## config.mk

```make
export PLATFORM = sky130hd
export DESIGN_NAME = fifo_uart_tx_flat
export DESIGN_NICKNAME = d
export VERILOG_FILES = /design/src/rtl/fifo_uart_tx_if.sv /design/src/rtl/fifo_uart_tx.sv /design/src/flat_wrapper.sv
export SDC_FILE = /design/constraint.sdc
export NUM_CORES = 1
export LEC_CHECK = 0
export CORE_UTILIZATION = 45
export DETAILED_ROUTE_END_ITERATION = 8
export GPL_TIMING_DRIVEN = 0
export PLACE_DENSITY_LB_ADDON = 0.1
export SYNTH_ARGS = -nofsm -noshare
export SYNTH_HDL_FRONTEND = slang
export SYNTH_SLANG_ARGS = --single-unit
export TNS_END_PERCENT = 5
```

## constraint.sdc

```tcl
create_clock -name clk -period 1.4 [get_ports clk]
set_clock_uncertainty 0.15 [all_clocks]
set_input_delay 0.35 -clock clk [delete_from_list [all_inputs] [get_ports clk]]
set_output_delay 0.35 -clock clk [all_outputs]
set_load 0.03 [all_outputs]
```

## src/rtl/fifo_uart_tx_if.sv

```systemverilog
// fifo_uart_tx_if: FIFO read-port bundle seen by the serial drain stage
interface fifo_uart_tx_if #(parameter int DATA_WIDTH = 8);
    logic                  fifo_empty;
    logic                  fifo_full;
    logic                  fifo_wr_en;
    logic                  fifo_rd_en;
    logic [DATA_WIDTH-1:0] fifo_data_out;
    modport master (input fifo_empty, fifo_full, fifo_wr_en, fifo_data_out, output fifo_rd_en);
    modport slave (output fifo_empty, fifo_full, fifo_wr_en, fifo_data_out, input fifo_rd_en);
endinterface

```

## src/rtl/fifo_uart_tx.sv

```systemverilog
// fifo_uart_tx: pops FIFO words one at a time and sends each as a start/data(LSB first)/stop frame
module fifo_uart_tx #(
    parameter int DATA_WIDTH   = 8,
    parameter int CLKS_PER_BIT = 16
) (
    input  logic           clk,
    input  logic           rst,
    fifo_uart_tx_if.master fifo,
    output logic           tx,
    output logic           busy,
    output logic           frame_done
);
    localparam int BW = $clog2(CLKS_PER_BIT);
    localparam int IW = $clog2(DATA_WIDTH) + 1;
    localparam logic [BW-1:0] BAUD_MAX = BW'(CLKS_PER_BIT - 1);
    localparam logic [IW-1:0] LAST_BIT = IW'(DATA_WIDTH - 1);

    typedef enum logic [2:0] {IDLE, REQ, LOAD, START, DATA, STOP} state_t;

    state_t                state, state_n;
    logic [BW-1:0]         baud;
    logic [IW-1:0]         bit_idx;
    logic [DATA_WIDTH-1:0] shift;
    logic                  bit_end, rd_ok, timing;

    assign bit_end = baud == BAUD_MAX;
    // the FIFO drops a read in any cycle where it accepts a write
    assign rd_ok   = !fifo.fifo_empty && !(fifo.fifo_wr_en && !fifo.fifo_full);
    assign timing  = state == START || state == DATA || state == STOP;

    assign fifo.fifo_rd_en = state == REQ;
    assign busy            = state != IDLE;
    assign frame_done      = state == STOP && bit_end;
    assign tx              = state == START ? 1'b0 : state == DATA ? shift[0] : 1'b1;

    always_comb begin
        state_n = state;
        case (state)
            IDLE:    state_n = fifo.fifo_empty ? IDLE : REQ;
            REQ:     state_n = rd_ok ? LOAD : IDLE;
            LOAD:    state_n = START;
            START:   state_n = bit_end ? DATA : START;
            DATA:    state_n = bit_end && bit_idx == LAST_BIT ? STOP : DATA;
            STOP:    state_n = bit_end ? IDLE : STOP;
            default: state_n = IDLE;
        endcase
    end

    always_ff @(posedge clk) begin
        if (rst) begin
            state   <= IDLE;
            baud    <= '0;
            bit_idx <= '0;
            shift   <= '0;
        end else begin
            state   <= state_n;
            baud    <= timing && !bit_end ? baud + 1'b1 : '0;
            bit_idx <= state != DATA ? '0 : bit_end ? bit_idx + 1'b1 : bit_idx;
            shift   <= state == LOAD ? fifo.fifo_data_out : state == DATA && bit_end ? shift >> 1 : shift;
        end
    end
endmodule

```

## src/flat_wrapper.sv

```systemverilog
// flat-port wrapper written by rule: the top's interface ports become plain ports
module fifo_uart_tx_flat 
#(
    parameter int DATA_WIDTH   = 8,
    parameter int CLKS_PER_BIT = 16
)
  (clk, rst, tx, busy, frame_done, fifo_fifo_empty, fifo_fifo_full, fifo_fifo_wr_en, fifo_fifo_data_out, fifo_fifo_rd_en);
  fifo_uart_tx_if #(.DATA_WIDTH(DATA_WIDTH)) fifo_i ();
  input  logic clk;
  input  logic rst;
  output logic tx;
  output logic busy;
  output logic frame_done;
  input wire logic [$bits(fifo_i.fifo_empty)-1:0] fifo_fifo_empty;
  input wire logic [$bits(fifo_i.fifo_full)-1:0] fifo_fifo_full;
  input wire logic [$bits(fifo_i.fifo_wr_en)-1:0] fifo_fifo_wr_en;
  input wire logic [$bits(fifo_i.fifo_data_out)-1:0] fifo_fifo_data_out;
  output wire logic [$bits(fifo_i.fifo_rd_en)-1:0] fifo_fifo_rd_en;
  assign fifo_i.fifo_empty = fifo_fifo_empty;
  assign fifo_i.fifo_full = fifo_fifo_full;
  assign fifo_i.fifo_wr_en = fifo_fifo_wr_en;
  assign fifo_i.fifo_data_out = fifo_fifo_data_out;
  assign fifo_fifo_rd_en = fifo_i.fifo_rd_en;
  fifo_uart_tx #(.DATA_WIDTH(DATA_WIDTH), .CLKS_PER_BIT(CLKS_PER_BIT)) u_core (.clk(clk), .rst(rst), .fifo(fifo_i), .tx(tx), .busy(busy), .frame_done(frame_done));
endmodule
```

== Yosys cells after proc, flatten, opt, wreduce, memory -nomap -nowiden ==
Index checks and enable logic that the tools add are counted.

* Flip-flop bits (word level): 19
* Input port bits: 13
* Output and inout bits: 4

* Add/sub/neg operators: 2
* Equal/unequal tests: 8
* Mux-type cells: 10
* Bitwise operators: 1
* Reduce and logical (&&, ||, !) cells: 17

{| class="wikitable"
|+ Operators by type and width
! kind !! number
|-
| $pmux 3 s6 || 1
|-
| $mux 8 || 2
|-
| $add 4x1->4 const B || 2
|-
| $eq 3x2->1 const B || 2
|-
| $eq 3x3->1 const B || 2
|-
| $logic_and 1x1->1 || 6
|-
| $mux 3 || 2
|-
| $eq 4x3->1 const B || 1
|-
| $eq 4x4->1 const B || 1
|-
| $logic_not 1->1 || 4
|-
| $mux 1 || 4
|-
| $reduce_or 2->1 || 2
|-
| $eq 3x1->1 const B || 1
|-
| $logic_not 3->1 || 1
|-
| $ne 3x3->1 const B || 1
|-
| $reduce_bool 3->1 || 1
|-
| $logic_or 1x1->1 || 2
|-
| $mux 2 || 1
|-
| $reduce_bool 2->1 || 1
|-
| $not 1->1 || 1
|}

== Depth between registers and ports, before layout ==
Gate-level depths: netlist (run 1).

* Depth after elaboration: 6
* Depth in mapped cells: 5

== Worst setup path after synthesis (run 1) ==
Ideal clock, no wire load.

* Path type: register to output
* Start point: register u_core.state[0]
* End point: output port tx
* Arrival time: 1.282 ns
* Setup slack: -0.382 ns
* Stages on the path, launching flop included: 5
* Path through: dfxtp_1 > buf_2 > clkbuf_1 > nor3_1 > a21oi_1

* Word-level cells in the longest chain between the ends: 3
* Elaborated cells on any way between the ends: 4
* Those cells by class: eq/ne: 2; mux: 2

{| class="wikitable"
|+ RTL lines
! item !! RTL line !! text
|-
| start, declared || fifo_uart_tx.sv:20 || <nowiki>state_t state, state_n;</nowiki>
|-
| start signal, assigned || fifo_uart_tx.sv:56 || <nowiki>state <= state_n;</nowiki>
|-
| $eq 3x3->1 || fifo_uart_tx.sv:34 || <nowiki>assign tx = state == START ? 1'b0 : state == DATA ? shift[0] : 1'b1;</nowiki>
|-
| $mux 1 || fifo_uart_tx.sv:34 ||
|-
| $mux 1 (*) || fifo_uart_tx.sv:34 ||
|-
| end, declared || flat_wrapper.sv:11 || <nowiki>output logic tx;</nowiki>
|}

Every way passes the cells marked *; elsewhere a longest branch is shown, timed or not.

== Worst setup path after layout (run 1) ==
* Start point: register u_core.state[1]
* End point: output port busy

* Word-level cells in the longest chain between the ends: 1

{| class="wikitable"
|+ RTL lines
! item !! RTL line !! text
|-
| $reduce_bool 3->1 || fifo_uart_tx.sv:32 || <nowiki>assign busy = state != IDLE;</nowiki>
|-
| end, declared || flat_wrapper.sv:12 || <nowiki>output logic busy;</nowiki>
|}

No other way between the ends.

==> flow_summary.toml, run 1 <==
[status]
status = "complete, but fails checks"
violations = "negative setup slack"

[critical_path]
worstSetupStartpoint = "u_core.state[1]"
critPathKind = "reg -> out"
startpoint_type = "register"
crit_required_ns = 0.90
timing.rr.end = "u_core.shift[6]"
end_kind = "primary output"
reg2reg_slack_ns = -0.21
cp.arrival_ns = 1.31
worstPathMaxFanout = 5
rr_worst_depth = 5
reg2reg_from = "u_core.state[1]"

[hold_path]
worstHoldEndpoint = "u_core.baud[0]"
min_from = "u_core.baud[0]"
hp-class = "reg -> reg"
worstHoldPathCells = 1

[floorplan]
ios = 17
core_area_um2 = 1980
dieArea_um2 = 2310
chipWidth_um = 48.1
die_h_um = 48.1
start_util_pct = 48.2
fp-row-count = 16

[route]
postRouteAntennaNets = 0
via_count = 940
drc_errors = 0
drt_first_pass_iters = 4
drtIter0Drc = 21
routed_via_density = 5.77
drt-total-wl_mm = 2.37
avgRoutedWirePerCell_um = 14.5

[clock_network]
cts_tree = "yes"
clock_sinks = 19
clock_tree.root_cell = "clkbuf_4"
insertion_delay_ns = 0.29
cts_max_level = 1
cts_buffers = 3
ctsHoldBuffers = 0
cts.path.max_buffers = 2
cts.clk_slew.worst_paths_ns = 0.11

[finish]
antenna_cells = 0
fill_cells = 146
final_layout_size_suffix_gt1_share_pct = 32.4
final_nets = 152
final_cell_mix = "12 x clkdlybuf4s50_1, 12 x dfxtp_1, 11 x a21oi_1"
synthToLayoutAreaGrowth_pct = 46.5
final_cells = 163

[global_routing]
grt.busiest_layer = "met2"
grt_antenna_before_repair = 0
use_met3_pct = 3.70
grtUsageMet1_pct = 26.6
grt_use_met2_pct = 40.8
grt_pass1_wl_mm = 3.57
grtUsageTotal_pct = 23.1
grt_max_degree = 12
grt_pass1_vias = 824
overflow = 0

[synthesis]
synth_nets = 126
synth_area_um2 = 956
ys_types = 32
synth.avg_cell_area_um2 = 8.61
synth_seq_cells = 19
ys_seq_area_share_pct = 39.8
postSynth.asyncResetShare_pct = 0
yosysWarnings = 0
synthCells = 111
synth_edf_count = 0
synth-main-ff-cell = "dfxtp_1"

[sta]
rsz0062_at_grt = "true"
worst-slew-pin-transition_ns = 0.401
timing.slew.headroom_pct = 73.2
final-hold-violation-count = 0
drv_slew = 0
min_period_ns = 1.81
fin_ws_ns = -0.414
fin_crit_sh_pct = 130
clock.fmax_mhz = 551
setup_viol = 14

[pwr]
vdd_drop_max_mv = 0.513
power_leakage_nw = 0.497
power_density_nw_per_um2 = 748
finalPower_mw = 1.05

[run]
cap_violations = 0

[place]
hpwl_mm = 1.49
io_buffers = 16
routabilityCongestion = 0.774
place_inst = 154
## repair_timing
item / 4_1_cts / 5_1_grt
pin swaps: 6 / 7
gates resized for setup: 52 / 9
buffers inserted: 7 / 1
endpoints found under the setup margin: 19 / 18
## per-layer routing
metal / wire, µm / vias to the layer above
li1: - / 469
met3: 82 / 4
met2: 1220 / 19
met1: 1020 / 448
met4: 45 / 0
met5: 0 / -
## power by group
group          switching, mW  internal [mW]
registers             0.0133          0.554
clock network          0.172          0.106
logic                 0.0893          0.112
## sequential cells by signal, summed over array words and instances, names as in the netlist
name	flops
u_core.bit_idx	4
u_core.baud	4
u_core.shift	8
u_core.state	3
## cell families after synthesis
family	count (synthesis)	share of synthesized area, %
simple gates	45	27.0
compound gates	30	21.2
flops	19	39.8
buf+inv	10	4.71
xor+xnor	4	3.67
fa+ha+maj	2	2.62
mux	1	1.05
## through the flow
step | worst slack, ns | area, µm² | hold WS, ns | setup TNS, ns | util (%)
5_1_grt | -0.456 | 1400 | 0.321 | -4.22 | 70.6
6_report | -0.414 | 1400 | 0.313 | -3.13 | 70.6
3_5_place_dp | -0.732 | 1210 | 0.292 | -7.30 | 61.0
3_3_place_gp | -0.718 | 1210 | 0.289 | -7.18 | 61.0
2_1_floorplan | -0.0908 | 1010 | 0.269 | -0.390 | -
4_1_cts | -0.417 | 1360 | 0.317 | -3.44 | 68.6
## worst max-delay path: stages, from the launching register on
cell	delay [ns]
dfxtp_4	0.38
buf_6	0.12
or3_4	0.38
buf_6	0.14
## worst max path at each step
stage	endpoint	slack, ns	cells after the start
final	busy	-0.41	3
after global routing	busy	-0.46	3
after CTS	busy	-0.42	3
after detailed placement	frame_done	-0.73	5
after global placement	frame_done	-0.72	5
after floorplan	busy	-0.09	3
## synthesized netlist by cell type, types with 2 or more instances
cell	count	area share (%)
o31ai_1	5	3.9
and3_1	2	1.3
ha_1	2	2.6
nor2b_1	4	2.6
dfxtp_1	19	40
nand3_1	4	2.1
o311a_1	2	2.1
inv_1	2	0.79
nand2b_1	3	2.0
a221oi_1	5	4.6
buf_2	6	3.1
clkbuf_1	2	0.79
nand4_1	2	1.3
or4_1	3	2.4
xnor2_1	2	1.8
nor2_1	10	3.9
or3_1	2	1.3
nand2_1	4	1.6
a21oi_1	12	6.3
a31oi_1	2	1.3
xor2_1	2	1.8
nor4_1	2	1.3
nor3_1	3	1.6
nand3b_1	3	2.4
## area by class of cell
type	count	area [µm²]	area share, %
plain buffers	5	63.8	4.56
flip-flops and latches	19	397	28.3
well taps	27	33.8	2.41
repair buffers	24	230	16.4
clock inverters	1	5.00	0.357
clock buffers	3	22.5	1.61
multi-input cells	82	641	45.8
inverters	2	7.51	0.536
(Power assumes the default switching activity.)
==> inputs of run 2 (changes only) <==
--- a/config.mk
+++ b/config.mk
@@ -6,6 +6,7 @@
 export NUM_CORES = 1
 export LEC_CHECK = 0
 export CORE_UTILIZATION = 45
+export CTS_BUF_LIST = sky130_fd_sc_hd__clkbuf_16
 export DETAILED_ROUTE_END_ITERATION = 8
 export GPL_TIMING_DRIVEN = 0
 export PLACE_DENSITY_LB_ADDON = 0.1
==> flow_summary.toml, run 2 (synthesis gave the netlist of run 1 again) <==
[clock_network]
cts_buffers = 3
insertion_delay_ns = 0.25
cts.path.max_buffers = 2
cts.clk_slew.worst_paths_ns = 0.06
cts_tree = "yes"
clock_tree.root_cell = "clkbuf_16"
clock_sinks = 19
cts_max_level = 1

[finish]
top_register = "u_core.shift"
final_nets = 152
final_core_util_pct = 73.4
final_layout_size_suffix_gt1_share_pct = 33.8
antenna_cells = 0
final_cell_mix = "11 x clkdlybuf4s50_1, 11 x dfxtp_1, 10 x a21oi_1"
regArea_um2 = 393
reg_top3 = "u_core.shift: 8 flops, u_core.baud: 4 flops, u_core.bit_idx: 4 flops"
design_area_um2 = 1450
fill_cells = 142
synthToLayoutAreaGrowth_pct = 52.1
multiInputGateArea_um2 = 644
largest_register_ffs = 8

[floorplan]
core_area_um2 = 1980
fp-row-count = 16
start_util_pct = 48.2
die_h_um = 48.1
chipWidth_um = 48.1
dieArea_um2 = 2310
ios = 17

[critical_path]
path_cells = "clkbuf_16 -> or3_4 -> buf_6"
slowest_stage = "or3_4"
end_kind = "primary output"
worstPathMaxFanout = 3
timing.rr.end = "u_core.shift[5]"
reg2reg_slack_ns = -0.16
critPathKind = "reg -> out"
crit_required_ns = 0.90
rr_worst_depth = 5
reg2reg_from = "u_core.baud[1]"
critPathCapture = "busy"
startpoint_type = "register"
max_stage_delay_ns = 0.36
worstSetupStartpoint = "u_core.state[0]"
cp.arrival_ns = 1.25

[route]
drt_first_pass_iters = 4
drtIter0Drc = 13
drc_errors = 0
postRouteAntennaNets = 0
via_count = 942
avgRoutedWirePerCell_um = 15.4
routed_via_density = 5.78
drt-total-wl_mm = 2.52

[sta]
worst-slew-pin-transition_ns = 0.418
timing.slew.headroom_pct = 72.1
fin_crit_sh_pct = 125
fin_ws_ns = -0.345
rsz0062_at_grt = "true"
clock.fmax_mhz = 573
setup_viol = 13
min_period_ns = 1.75
final-hold-violation-count = 0
fin_hold_ws_ns = 0.329
drv_slew = 0

[global_routing]
grt_antenna_before_repair = 0
overflow = 0
grt_pass1_vias = 856
grt_max_degree = 12
grtUsageTotal_pct = 23.4
grt_pass1_wl_mm = 3.66

[place]
io_buffers = 16
pre_cts_ws_ns = -0.732
place_area_um2 = 1210
routabilityCongestion = 0.774
hpwl_mm = 1.49

[pwr]
vdd_drop_max_mv = 0.561
power_leakage_nw = 0.525
power_density_nw_per_um2 = 940

[run]
cap_violations = 0

[status]
status = "complete, but fails checks"
violations = "negative setup slack"

[hold_path]
hp-class = "reg -> reg"
[run 2: cell count changes in the layout (fill, tap and decap cells not counted), moves of 2 or more]
cell,change
clkbuf_16,+3
dfxtp_2,+3
clkbuf_4,-2
buf_2,-2
dfxtp_4,-2
buf_6,-2
[run 2: power by group]
part | total (mW) | switching (mW) | internal, mW
registers | 0.571 | 0.0140 | 0.557
clock network | 0.595 | 0.212 | 0.383
logic | 0.200 | 0.0931 | 0.107
[run 2: worst max-delay path: cells and delay by family (launching register included)]
kind	cells	cell delay [ns]
flip-flops	1	0.34
AND/OR/NAND/NOR	1	0.36
buffers and inverters	2	0.29
[run 2: routing by layer]
layer  GRT usage [%]  wire length (µm)  vias to the layer above
met5               0                 0                        -
li1                -                 -                      470
met3            3.33                56                        7
met4            8.33                56                        0
met1            28.6              1160                      450
met2            41.6              1250                       15
[run 2: per-stage QoR]
stage | power, mW | instances | setup TNS, ns
6_report | 1.37 | 163 | -2.24
5_1_grt | 1.41 | 163 | -3.03
4_1_cts | 1.35 | 163 | -2.95
3_5_place_dp | 0.746 | 154 | -7.30
3_3_place_gp | 0.744 | 154 | -7.18
2_1_floorplan | 0.680 | 111 | -0.390
[run 2: what timing repair did]
item	4_1_cts	5_1_grt
endpoints found under the setup margin	19	21
setup buffers	5	2
hold buffers	0	0
pin swaps	8	5
gates resized for setup	45	19
[run 2: how the worst min path moves through the flow]
stage | from | to | slack (ns) | depth (start not counted)
2_1_floorplan | rst | u_core.baud[1] | 0.27 | 1
3_3_place_gp | u_core.baud[0] | u_core.baud[0] | 0.29 | 1
3_5_place_dp | u_core.baud[0] | u_core.baud[0] | 0.29 | 1
4_1_cts | u_core.bit_idx[1] | u_core.bit_idx[1] | 0.33 | 2
5_1_grt | u_core.bit_idx[1] | u_core.bit_idx[1] | 0.37 | 2
6_report | u_core.bit_idx[1] | u_core.bit_idx[1] | 0.33 | 2
[run 2: area by class of cell]
| type | instances | share of cell area [%] |
|---|---|---|
| clock inverter | 1 | 0.344 |
| buffer | 6 | 5.34 |
| multi-input combinational | 82 | 44.3 |
| sequential | 19 | 27.0 |
| inverter | 2 | 0.516 |
| timing repair buffer | 23 | 15.0 |
| clock buffer | 3 | 5.16 |
| tap | 27 | 2.32 |
==> inputs of run 3 (changes only) <==
--- a/config.mk
+++ b/config.mk
@@ -8,8 +8,10 @@
 export CORE_UTILIZATION = 45
 export CTS_BUF_LIST = sky130_fd_sc_hd__clkbuf_16
 export DETAILED_ROUTE_END_ITERATION = 8
+export GPL_ROUTABILITY_DRIVEN = 0
 export GPL_TIMING_DRIVEN = 0
 export PLACE_DENSITY_LB_ADDON = 0.1
+export REMOVE_ABC_BUFFERS = 1
 export SYNTH_ARGS = -nofsm -noshare
 export SYNTH_HDL_FRONTEND = slang
 export SYNTH_SLANG_ARGS = --single-unit
==> flow_summary.toml, run 3 (synthesis gave the netlist of run 1 again) <==
[global_routing]
grt_antenna_before_repair = 0
grt_max_degree = 16
grtUsageTotal_pct = 21.6
grt_pass1_vias = 791
overflow = 0
grt_pass1_wl_mm = 3.39

[critical_path]
timing.rr.end = "u_core.shift[0]"
critical_path_cell_count = 4
slowest_stage = "dfxtp_2"
cp.arrival_ns = 1.24
cp_common_cell = "and3_4"
reg2reg_slack_ns = -0.23
max_stage_delay_ns = 0.35
path_cells = "ha_4 -> and3_4 -> and3_4 -> buf_6"
end_kind = "primary output"
critPathCapture = "frame_done"
worstSetupStartpoint = "u_core.baud[0]"
cp_num_buf_inv = 1
crit_required_ns = 0.90
critPathKind = "reg -> out"
worstPathMaxFanout = 4
rr_worst_depth = 5
reg2reg_from = "u_core.baud[0]"
critPathTopFamily = "simple AND/OR/NAND/NOR gates"
startpoint_type = "register"

[clock_network]
cts.path.max_buffers = 2
ctsHoldBuffers = 0
cts.clk_slew.worst_paths_ns = 0.05
clock_tree.root_cell = "clkbuf_16"
cts_tree = "yes"
clock_sinks = 19
insertion_delay_ns = 0.25
cts_max_level = 1
cts_buffers = 3

[finish]
synthToLayoutAreaGrowth_pct = 42.7
top_register = "u_core.shift"
antenna_cells = 0
final_cells = 157
regArea_um2 = 398
largest_register_ffs = 8
final_layout_size_suffix_gt1_share_pct = 29.2
design_area_um2 = 1360
reg_top3 = "u_core.shift: 8 flops, u_core.baud: 4 flops, u_core.bit_idx: 4 flops"
multiInputGateArea_um2 = 633
final_core_util_pct = 68.8
fill_cells = 152
final_cell_mix = "11 x clkdlybuf4s50_1, 11 x dfxtp_1, 10 x a21oi_1, 10 x nor2_1, 8 x buf_4"
final_nets = 146

[floorplan]
fp-row-count = 16
die_h_um = 48.1
chipWidth_um = 48.1
start_util_pct = 48.2
core_area_um2 = 1980
ios = 17
dieArea_um2 = 2310

[sta]
fin_ws_ns = -0.339
drv_slew = 0
timing.slew.headroom_pct = 64.2
final-hold-violation-count = 0
fin_crit_sh_pct = 124
worst-slew-pin-transition_ns = 0.537
rsz0062_at_grt = "true"
setup_viol = 12
clock.fmax_mhz = 575
min_period_ns = 1.74

[run]
cap_violations = 0

[place]
io_buffers = 16
place_inst = 146
place_area_um2 = 1110
hpwl_mm = 1.42

[status]
status = "complete, but fails checks"
violations = "negative setup slack"

[pwr]
vdd_drop_max_mv = 0.645
power.net_switching_uw = 287
power_frac_comb_pct = 12.9
seqPwrFrac_pct = 43.6
power_leakage_nw = 0.493
clkPwrFrac_pct = 43.5
p_sw_share_pct = 21.9
power_density_nw_per_um2 = 960
intPower_mw = 1.02

[route]
via_count = 920
drt-total-wl_mm = 2.37
drtIter0Drc = 17
avgRoutedWirePerCell_um = 15.1
drt_first_pass_iters = 4
routed_via_density = 5.86
postRouteAntennaNets = 0
drc_errors = 0

[hold_path]
hp-class = "reg -> reg"
==> run 3: power groups by stage <==
stage	Sequential (mW)	Clock, mW	Combinational (mW)
after floorplan	0.584	0	0.0726
after global placement	0.590	0	0.133
after detailed placement	0.591	0	0.135
after CTS	0.570	0.577	0.161
after global routing	0.573	0.598	0.185
final	0.571	0.569	0.170
==> run 3: per-layer routing <==
layer / wire length (µm) / global-route usage, %
met3: 74 / 3.33
met5: 0 / 0
met2: 1180 / 36.2
met1: 1040 / 27.4
met4: 74 / 9.44
==> run 3: worst register-to-register path, cell delays in order (launching register included) <==
cell	delay [ns]
dfxtp_2	0.35
ha_4	0.17
and3_4	0.18
buf_4	0.14
nand3_1	0.21
a221oi_1	0.34
==> run 3: final cells by class <==
cell class,instances,area share (%)
repair buffers,23,15.6
clock inverters,1,0.275
clock buffers,3,5.50
flip-flops and latches,19,29.2
inverters,2,0.550
multi-input cells,82,46.4
well taps,27,2.48
==> run 3: worst min path at each step <==
stage | startpoint | end | slack, ns | cells after the start
after global routing | u_core.bit_idx[1] | u_core.bit_idx[1] | 0.37 | 2
after floorplan | rst | u_core.shift[7] | 0.27 | 1
final | u_core.bit_idx[1] | u_core.bit_idx[1] | 0.33 | 2
after CTS | u_core.bit_idx[1] | u_core.bit_idx[1] | 0.33 | 2
after global placement | u_core.baud[0] | u_core.baud[0] | 0.31 | 1
after detailed placement | u_core.baud[0] | u_core.baud[0] | 0.31 | 1
==> run 3: through the flow <==
step / setup TNS [ns] / setup slack [ns] / hold WS [ns] / power, mW
global route: -3.19 / -0.375 / 0.365 / 1.36
CTS: -2.80 / -0.325 / 0.329 / 1.31
global placement: -10.25 / -0.945 / 0.309 / 0.723
detailed placement: -10.63 / -0.959 / 0.310 / 0.725
floorplan: -2.55 / -0.401 / 0.269 / 0.656
finish: -2.41 / -0.339 / 0.327 / 1.31
==> run 3: timing repair <==
action	in CTS	in global routing
pin swaps	2	6
endpoints found under the setup margin	23	18
setup buffers	7	0
gates resized for setup	47	13
gates cloned	0	0
